==> src/rtl/snn_readout_pkg.sv <==
// -----------------------------------------------------------------------------
// snn_readout_pkg
// Shared definitions for the SNN winner-take-all readout:
//   - state_e     : readout FSM state encoding (IDLE/COUNT/DECIDE/HOLD)
//   - idx_width() : class-index width helper, never narrower than one bit
//   - IDX_WIDTH   : index width for the default three-class configuration
//   - count_t / window_t : default-width counter and window-length types
// No ports (package).
// -----------------------------------------------------------------------------
package snn_readout_pkg;

  typedef enum logic [1:0] {
    ST_IDLE   = 2'd0,
    ST_COUNT  = 2'd1,
    ST_DECIDE = 2'd2,
    ST_HOLD   = 2'd3
  } state_e;

  function automatic int idx_width(input int n);
    return (n < 2) ? 1 : $clog2(n);
  endfunction

  localparam int DEFAULT_NUM_CLASSES  = 3;
  localparam int DEFAULT_COUNT_WIDTH  = 8;
  localparam int DEFAULT_WINDOW_WIDTH = 16;
  localparam int IDX_WIDTH            = idx_width(DEFAULT_NUM_CLASSES);

  typedef logic [DEFAULT_COUNT_WIDTH-1:0]  count_t;
  typedef logic [DEFAULT_WINDOW_WIDTH-1:0] window_t;

endpackage

==> src/rtl/snn_sat_counter.sv <==
// -----------------------------------------------------------------------------
// snn_sat_counter
// Saturating up-counter, one per output class. Holds at all-ones.
// Ports:
//   clk   in   clock
//   rst_n in   asynchronous active-low reset
//   clr   in   synchronous clear (wins over inc)
//   inc   in   count one event this cycle
//   q     out  current count
// -----------------------------------------------------------------------------
module snn_sat_counter #(
  parameter int WIDTH = 8
) (
  input  logic             clk,
  input  logic             rst_n,
  input  logic             clr,
  input  logic             inc,
  output logic [WIDTH-1:0] q
);

  always_ff @(posedge clk or negedge rst_n) begin
    if (!rst_n) begin
      q <= '0;
    end else if (clr) begin
      q <= '0;
    end else if (inc && (q != '1)) begin
      q <= q + WIDTH'(1);
    end
  end

endmodule

==> src/rtl/snn_spike_window_classifier.sv <==
// -----------------------------------------------------------------------------
// snn_spike_window_classifier
// Windowed winner-take-all readout for the SNN output layer. Counts spikes per
// class over window_len cycles, then scans the counts one class per cycle to
// find the winner (ties go to the lowest index) and holds the result on a
// valid/ready handshake.
//
// Optional feature macro: SNN_READOUT_MARGIN_EN
//   defined   : runner-up tracked during the scan; low_conf flags a weak win
//   undefined : low_conf tied to 0, MARGIN unused
//
// Ports:
//   clk, rst_n     clock, asynchronous active-low reset
//   spike_in       per-class spike pulses (counted only in COUNT)
//   start          begin a window (accepted only in IDLE)
//   window_len     window length, latched on accepted start
//   abort          return to IDLE next cycle, drops result_valid
//   busy           registered "state != IDLE"
//   result_valid   result held in HOLD
//   result_ready   consumer accepts the result
//   winner         winning class index
//   winner_count   count of the winning class
//   no_spike       all counts were zero
//   low_conf       margin flag (0 without the macro)
//   counts         per-class counts, class i at [i*COUNT_WIDTH +: COUNT_WIDTH]
//   state_dbg      current FSM state (see snn_readout_pkg::state_e)
//
// Handshake: result_valid stays high and all result outputs stay stable until
// the edge where result_valid && result_ready; that edge returns to IDLE.
// abort has priority over the handshake, which has priority over start.
// -----------------------------------------------------------------------------
module snn_spike_window_classifier
  import snn_readout_pkg::*;
#(
  parameter int NUM_CLASSES  = 3,
  parameter int COUNT_WIDTH  = 8,
  parameter int WINDOW_WIDTH = 16,
  parameter int MARGIN       = 2
) (
  input  logic                               clk,
  input  logic                               rst_n,
  input  logic [NUM_CLASSES-1:0]             spike_in,
  input  logic                               start,
  input  logic [WINDOW_WIDTH-1:0]            window_len,
  input  logic                               abort,
  output logic                               busy,
  output logic                               result_valid,
  input  logic                               result_ready,
  output logic [$clog2(NUM_CLASSES)-1:0]     winner,
  output logic [COUNT_WIDTH-1:0]             winner_count,
  output logic                               no_spike,
  output logic                               low_conf,
  output logic [NUM_CLASSES*COUNT_WIDTH-1:0] counts,
  output logic [1:0]                         state_dbg
);

  localparam int IDX_W = idx_width(NUM_CLASSES);

  localparam logic [1:0] S_IDLE   = ST_IDLE;
  localparam logic [1:0] S_COUNT  = ST_COUNT;
  localparam logic [1:0] S_DECIDE = ST_DECIDE;
  localparam logic [1:0] S_HOLD   = ST_HOLD;

  logic [1:0]              state, state_next;
  logic [WINDOW_WIDTH-1:0] win_cnt;
  logic [IDX_W-1:0]        scan_idx;
  logic [COUNT_WIDTH-1:0]  cnt [NUM_CLASSES];
  logic [COUNT_WIDTH-1:0]  best_cnt;
  logic [IDX_W-1:0]        best_idx;
  logic [COUNT_WIDTH-1:0]  cur_cnt;
  logic                    take;
  logic [COUNT_WIDTH-1:0]  new_best;
  logic [IDX_W-1:0]        new_idx;
  logic                    start_acc;
  logic                    scan_last;

  assign state_dbg = state;
  assign start_acc = (state == S_IDLE) && start && !abort;
  assign scan_last = (scan_idx == IDX_W'(NUM_CLASSES - 1));

  // Per-class counters; cleared on an accepted start, count only in COUNT.
  for (genvar i = 0; i < NUM_CLASSES; i++) begin : g_class
    snn_sat_counter #(.WIDTH(COUNT_WIDTH)) u_cnt (
      .clk   (clk),
      .rst_n (rst_n),
      .clr   (start_acc),
      .inc   ((state == S_COUNT) && spike_in[i]),
      .q     (cnt[i])
    );
    assign counts[i*COUNT_WIDTH +: COUNT_WIDTH] = cnt[i];
  end

  // Scan step: index 0 seeds the best; later indices replace it only when
  // strictly greater, so ties keep the lower index.
  always_comb begin
    cur_cnt = '0;
    for (int i = 0; i < NUM_CLASSES; i++) begin
      if (scan_idx == IDX_W'(i)) cur_cnt = cnt[i];
    end
    take     = (scan_idx == '0) || (cur_cnt > best_cnt);
    new_best = take ? cur_cnt : best_cnt;
    new_idx  = take ? scan_idx : best_idx;
  end

  always_comb begin
    state_next = state;
    if (abort) begin
      state_next = S_IDLE;
    end else begin
      case (state)
        S_IDLE:   if (start) state_next = (window_len == '0) ? S_DECIDE : S_COUNT;
        S_COUNT:  if (win_cnt == WINDOW_WIDTH'(1)) state_next = S_DECIDE;
        S_DECIDE: if (scan_last) state_next = S_HOLD;
        S_HOLD:   if (result_ready) state_next = S_IDLE;
        default:  state_next = S_IDLE;
      endcase
    end
  end

  always_ff @(posedge clk or negedge rst_n) begin
    if (!rst_n) begin
      state        <= S_IDLE;
      busy         <= 1'b0;
      win_cnt      <= '0;
      scan_idx     <= '0;
      best_cnt     <= '0;
      best_idx     <= '0;
      result_valid <= 1'b0;
      winner       <= '0;
      winner_count <= '0;
      no_spike     <= 1'b0;
    end else begin
      state <= state_next;
      busy  <= (state_next != S_IDLE);
      case (state)
        S_IDLE: begin
          scan_idx <= '0;
          if (start_acc) win_cnt <= window_len;
        end
        S_COUNT: begin
          scan_idx <= '0;
          win_cnt  <= win_cnt - WINDOW_WIDTH'(1);
        end
        S_DECIDE: begin
          best_cnt <= new_best;
          best_idx <= new_idx;
          scan_idx <= scan_idx + IDX_W'(1);
          if (scan_last && !abort) begin
            result_valid <= 1'b1;
            winner       <= new_idx;
            winner_count <= new_best;
            no_spike     <= (new_best == '0);
          end
        end
        default: ;
      endcase
      if (abort || ((state == S_HOLD) && result_valid && result_ready)) begin
        result_valid <= 1'b0;
      end
    end
  end

`ifdef SNN_READOUT_MARGIN_EN
  // Runner-up: a value equal to the current best (a tie) becomes runner-up,
  // so tied winners report zero margin.
  logic [COUNT_WIDTH-1:0] run_cnt;
  logic [COUNT_WIDTH-1:0] new_run;
  logic                   low_conf_q;

  always_comb begin
    if (scan_idx == '0)           new_run = '0;
    else if (cur_cnt > best_cnt)  new_run = best_cnt;
    else if (cur_cnt > run_cnt)   new_run = cur_cnt;
    else                          new_run = run_cnt;
  end

  always_ff @(posedge clk or negedge rst_n) begin
    if (!rst_n) begin
      run_cnt    <= '0;
      low_conf_q <= 1'b0;
    end else if (state == S_DECIDE) begin
      run_cnt <= new_run;
      if (scan_last && !abort) begin
        low_conf_q <= (new_best == '0) ||
                      ((new_best - new_run) < COUNT_WIDTH'(MARGIN));
      end
    end
  end

  assign low_conf = low_conf_q;
`else
  assign low_conf = 1'b0;
`endif

endmodule
==> config.mk <==
export PLATFORM = sky130hd
export DESIGN_NAME = snn_spike_window_classifier
export DESIGN_NICKNAME = d
export VERILOG_FILES = /design/src/rtl/snn_readout_pkg.sv /design/src/rtl/snn_sat_counter.sv /design/src/rtl/snn_spike_window_classifier.sv
export SDC_FILE = /design/constraint.sdc
export NUM_CORES = 1
export LEC_CHECK = 0
export CORE_ASPECT_RATIO = 0.7
export CORE_MARGIN = 3
export CORE_UTILIZATION = 50
export CTS_BUF_LIST = sky130_fd_sc_hd__clkbuf_2
export DETAILED_ROUTE_END_ITERATION = 6
export GPL_ROUTABILITY_DRIVEN = 1
export GPL_TIMING_DRIVEN = 0
export HOLD_SLACK_MARGIN = 0.06
export PLACE_DENSITY = 0.78
export SETUP_SLACK_MARGIN = 0.2
export SLEW_MARGIN = 20
export SYNTH_ARGS = -nofsm -noshare
export SYNTH_HDL_FRONTEND = slang
export SYNTH_HIERARCHICAL = 1
export SYNTH_SLANG_ARGS = --single-unit
==> constraint.sdc <==
create_clock -name clk -period 3.08 [get_ports clk]
set_clock_uncertainty 0.05 [all_clocks]
set_input_delay 0.616 -clock clk [delete_from_list [all_inputs] [get_ports clk]]
set_output_delay 0.616 -clock clk [all_outputs]
set_load 0.005 [all_outputs]
==> results by stage <==
Synth:
- The cell taking the most area after synthesis is dfrtp_1.
- The mapped cell area is between 4000 and 5000 µm².
- The adder-cell area share of the yosys netlist is under 10%.
- The complex-gate fraction of the synthesized area is 15.9%.
- After synthesis the netlist holds a flip-flop and latch count of 67.
- By area the synthesized netlist is led by dfrtp_1 (42%), ha_1 (5.0%), mux2_2 (4.5%), a21oi_1 (4.4%), mux2i_1 (4.0%).
- The share of the synthesized netlist area taken by xor and xnor gates is less than 1%.
- After synthesis, the largest area contributor takes up between 40% and 50% of total cell area.
- Dividing the synthesized area by the synthesized cell count gives between 9 and 10 µm².
- The synthesized design contains 0 enable-type register cells.
- The proportion of synthesized chip area in sequential cells is a little over two fifths.
- By area, the combinational part of the netlist is dominated by simple AND/OR/NAND/NOR gates.
- The synthesized netlist cell count is about 440.
- The proportion of synthesized area in mux cells is 8.47%.
- The number of warning messages in the yosys log is 6.
- The share of flip-flops with an asynchronous set or reset after synthesis is 100%.
- For this run, the leading register cell type out of synthesis is dfrtp_1.
- In the post-synthesis netlist, the cell with the most instances is dfrtp_1.
- The number of nets in the synthesized netlist is about 480.
- Synthesis instantiated 58 different standard cells from the library.
- Summing the areas of all and, or, nand and nor instances in the mapped netlist gives between 20% and 30% of the synthesized area.
- The commonest cells after synthesis are dfrtp_1 (67), nor2_1 (41), a21oi_1 (35).

Timing:
- After layout, the worst setup slack is -0.0000433 ns.
- The count of final hold-check violations is 0.
- The highest achievable clock rate is around 320 MHz.
- Setup violations remaining at the end of the flow were counted as 1.
- The tightest hold path in the finished design has a slack of roughly 0.40 ns.
- The relative slew slack is approximately 50%.
- For the pin with the worst max-slew slack, the measured transition is 0.763 ns.
- The final-report max-slew violation count is 0.
- Setup repair after global routing could not meet its margin everywhere.
- The final period demand of the worst path is 3.08 ns.
- The share of the cycle needed by the critical path after routing is 100%.

Final layout:
- Measured on the finished design, the core utilization comes to roughly 70%.
- From synthesis to final layout, the design area changed by 31.4%.
- The number of non-filler instances in the completed layout is around 630.
- After routing the design area is roughly 5300 µm².
- The number of diodes is 0.
- The final-layout fill cell count is 600.
- Of the cells placed in the final design, the portion with a size suffix greater than 1 is about a fifth.
- The number of nets at the end of the flow is 569.

CTS:
- The maximum level of the CTS H-tree is 3.
- The clock sink count is 67.
- The longest clock path from root to sink contains 2 buffers.
- The tree is rooted in a clkbuf_2.
- The clock insertion delay at the later pin of the skew report is ~0.54 ns.
- The TritonCTS clock tree is built.
- After clock tree synthesis, the clock-pin slew on the worst setup and hold paths is between 0.2 and 0.25 ns.
- The number of buffers added by the clock tree synthesis step is 9.

Run status:
- The final reports fail on negative setup slack.
- The flow ran to the end, but the final reports show violations.

Routing:
- The number of DRC violations after detailed routing is 0.
- Wires add up to ~11000 µm.
- The average vias per placed instance is 5.98.
- The vias after detailed routing is between 3k and 4k.
- The total iterations of the first detailed-routing run is 5.
- The detailed router's first-iteration violation count is approximately 290.
- The count of nets left with antenna violations once routing finished came out at 0.
- Dividing the detail-routed wire length by the instance count gives approximately 18 µm.

Setup path:
- The critical path class is flip-flop to flip-flop.
- For the worst setup path, the data required time is roughly 3.5 ns.
- The kind of end point of the critical path is a flip-flop.
- The worst setup path is launched from a flip-flop.
- STA puts the critical path data arrival time at between 3 and 4 ns.
- The largest fanout on the critical path is 7.

Floorplan:
- The count of boundary I/O pins is 64.
- The vertical die dimension is 81.0 µm.
- The number of rows in the core area is 26.
- The initial core utilization is between 50% and 60%.
- The chip width is ~110 µm.
- The die area is ~9200 µm².
- The core region is between 7000 and 8000 µm².

Power:
- Overall power consumption after layout is estimated at ~2.1 mW.
- The power per cell area is approximately 400 nW/µm².
- The static power due to leakage is between 2 and 2.5 nW.
- The peak supply drop is roughly 0.29 mV.

Global routing:
- In this run the most used layer during global routing was met2.
- Entering global routing, the biggest net connects 52 pins.
- The global route total overflow is 0.
- Global routing consumed, on the met1 layer, about a third of the routing resources.
- The first global-routing pass estimated about 18000 µm of wire.
- The number of antenna violations at the first check in global routing is 0.
- Global routing consumed, on the met2 layer, ~39% of the routing resources.
- The number of global-route vias before repair is around 3.6k.
- The global-route usage over all layers is about 25%.
- The met3 capacity usage during global routing is 6.03%.

Min path:
- The worst min-delay path class is input port to async pin.

Place:
- The placed instances occupy a cell area of between 4000 and 5000 µm².
- Counting tap cells, the placed design contains a total of slightly below 600 instances.
- The port buffer count is 62.
- The final weighted congestion in routability-driven placement is between 0.8 and 0.9.
- The half-perimeter wire length of the detailed placement result is ~7700 µm.

Run:
- The number of maximum-capacitance constraint violations is 0.
-- logic make-up after synthesis --
logic type      count (synthesis)
compound gates                 99
simple gates                  175
mux                            32
fa+ha+maj                      16
other cells                     1
buf+inv                        44
flops                          67
xor+xnor                        2
-- area by class of cell --
type / count / area (µm²) / share of cell area [%]
plain buffers: 22 / 159 / 3.01
clock buffers: 9 / 45.0 / 0.853
clock inverters: 7 / 67.6 / 1.28
inverters: 22 / 82.6 / 1.56
multi-input cells: 326 / 2320 / 44.0
flip-flops and latches: 67 / 1680 / 31.8
well taps: 98 / 123 / 2.32
repair buffers: 81 / 801 / 15.2
-- routing by layer --
metal  part of all wire (%)  up-vias  wire length [µm]
met4                    1.7        0               189
li1                       -     1775                 -
met3                    5.7       17               635
met2                     47      128              5230
met1                     46     1862              5090
met5                      0        -                 0
-- final timing paths --
| path | from | endpoint | slack (ns) | depth (start not counted) |
|---|---|---|---|---|
| hold reg to reg | win_cnt[14] | win_cnt[14] | 0.44 | 1 |
| hold / removal | rst_n | winner_count[1] | 0.40 | 2 |
| max in group asynchronous | rst_n | win_cnt[10] | 2.01 | 3 |
| setup / recovery | scan_idx[1] | winner_count[7] | -0.00004 | 15 |
| min in group clk | win_cnt[14] | win_cnt[14] | 0.44 | 1 |
| setup reg to reg | scan_idx[1] | winner_count[7] | -0.00004 | 15 |
-- power by group --
part,internal (mW),switching [mW]
Combinational,0.249,0.231
Sequential,0.955,0.127
Clock,0.184,0.351
-- worst max-delay path, stage by stage, from the launching register on --
cell and delay [ns]:
dfrtp_1 0.48, inv_2 0.09, ha_4 0.17, buf_8 0.13
nor2b_4 0.20, a22oi_2 0.09, o21ai_2 0.16, ha_1 0.26
nor2b_1 0.14, o211ai_1 0.16, a21boi_1 0.09, o41a_1 0.36
buf_8 0.18, clkbuf_16 0.16, mux2i_1 0.16, a21oi_1 0.09
-- registers in the layout (all words and copies together) (netlist names) --
name	count
best_idx	2
winner	2
winner_count	8
scan_idx	2
busy	1
state_dbg	2
win_cnt	16
result_valid	1
g_class.u_cnt/q	24
best_cnt	8
no_spike	1
-- placed cells by master (no fill, tap or decap), types with 6 or more instances in the layout --
master            n
nand2_1          26
nand2b_1         11
inv_1            20
o21ai_2           8
mux2_2           10
nand3_1          12
mux2i_1          13
clkbuf_1         10
a21oi_1          35
mux2_4            6
dfrtp_1          66
o21ai_0          12
nor3_1           16
ha_1             14
clkdlybuf4s50_1  61
nor2_1           41
nor4_1           13
clkbuf_2         11
nor2b_1          13
buf_4            18
-- timing repair --
item                                    4_1_cts  5_1_grt
cloned                                        1        1
gates resized for setup                      32       12
pin swaps                                     7       11
setup buffers                                11        5
hold endpoints to repair                     16        0
hold buffers                                  1        0
endpoints found under the setup margin       27       33
-- per-stage QoR --
| stage | setup TNS [ns] | setup WS [ns] |
|---|---|---|
| 2_1_floorplan | 0 | 0.205 |
| 3_3_place_gp | -69.18 | -0.986 |
| 3_5_place_dp | -5.26 | -0.295 |
| 4_1_cts | 0 | 0.0588 |
| 5_1_grt | -1.50 | -0.109 |
| 6_report | -0.0000433 | -0.0000433 |
(Power assumes the default switching activity.)
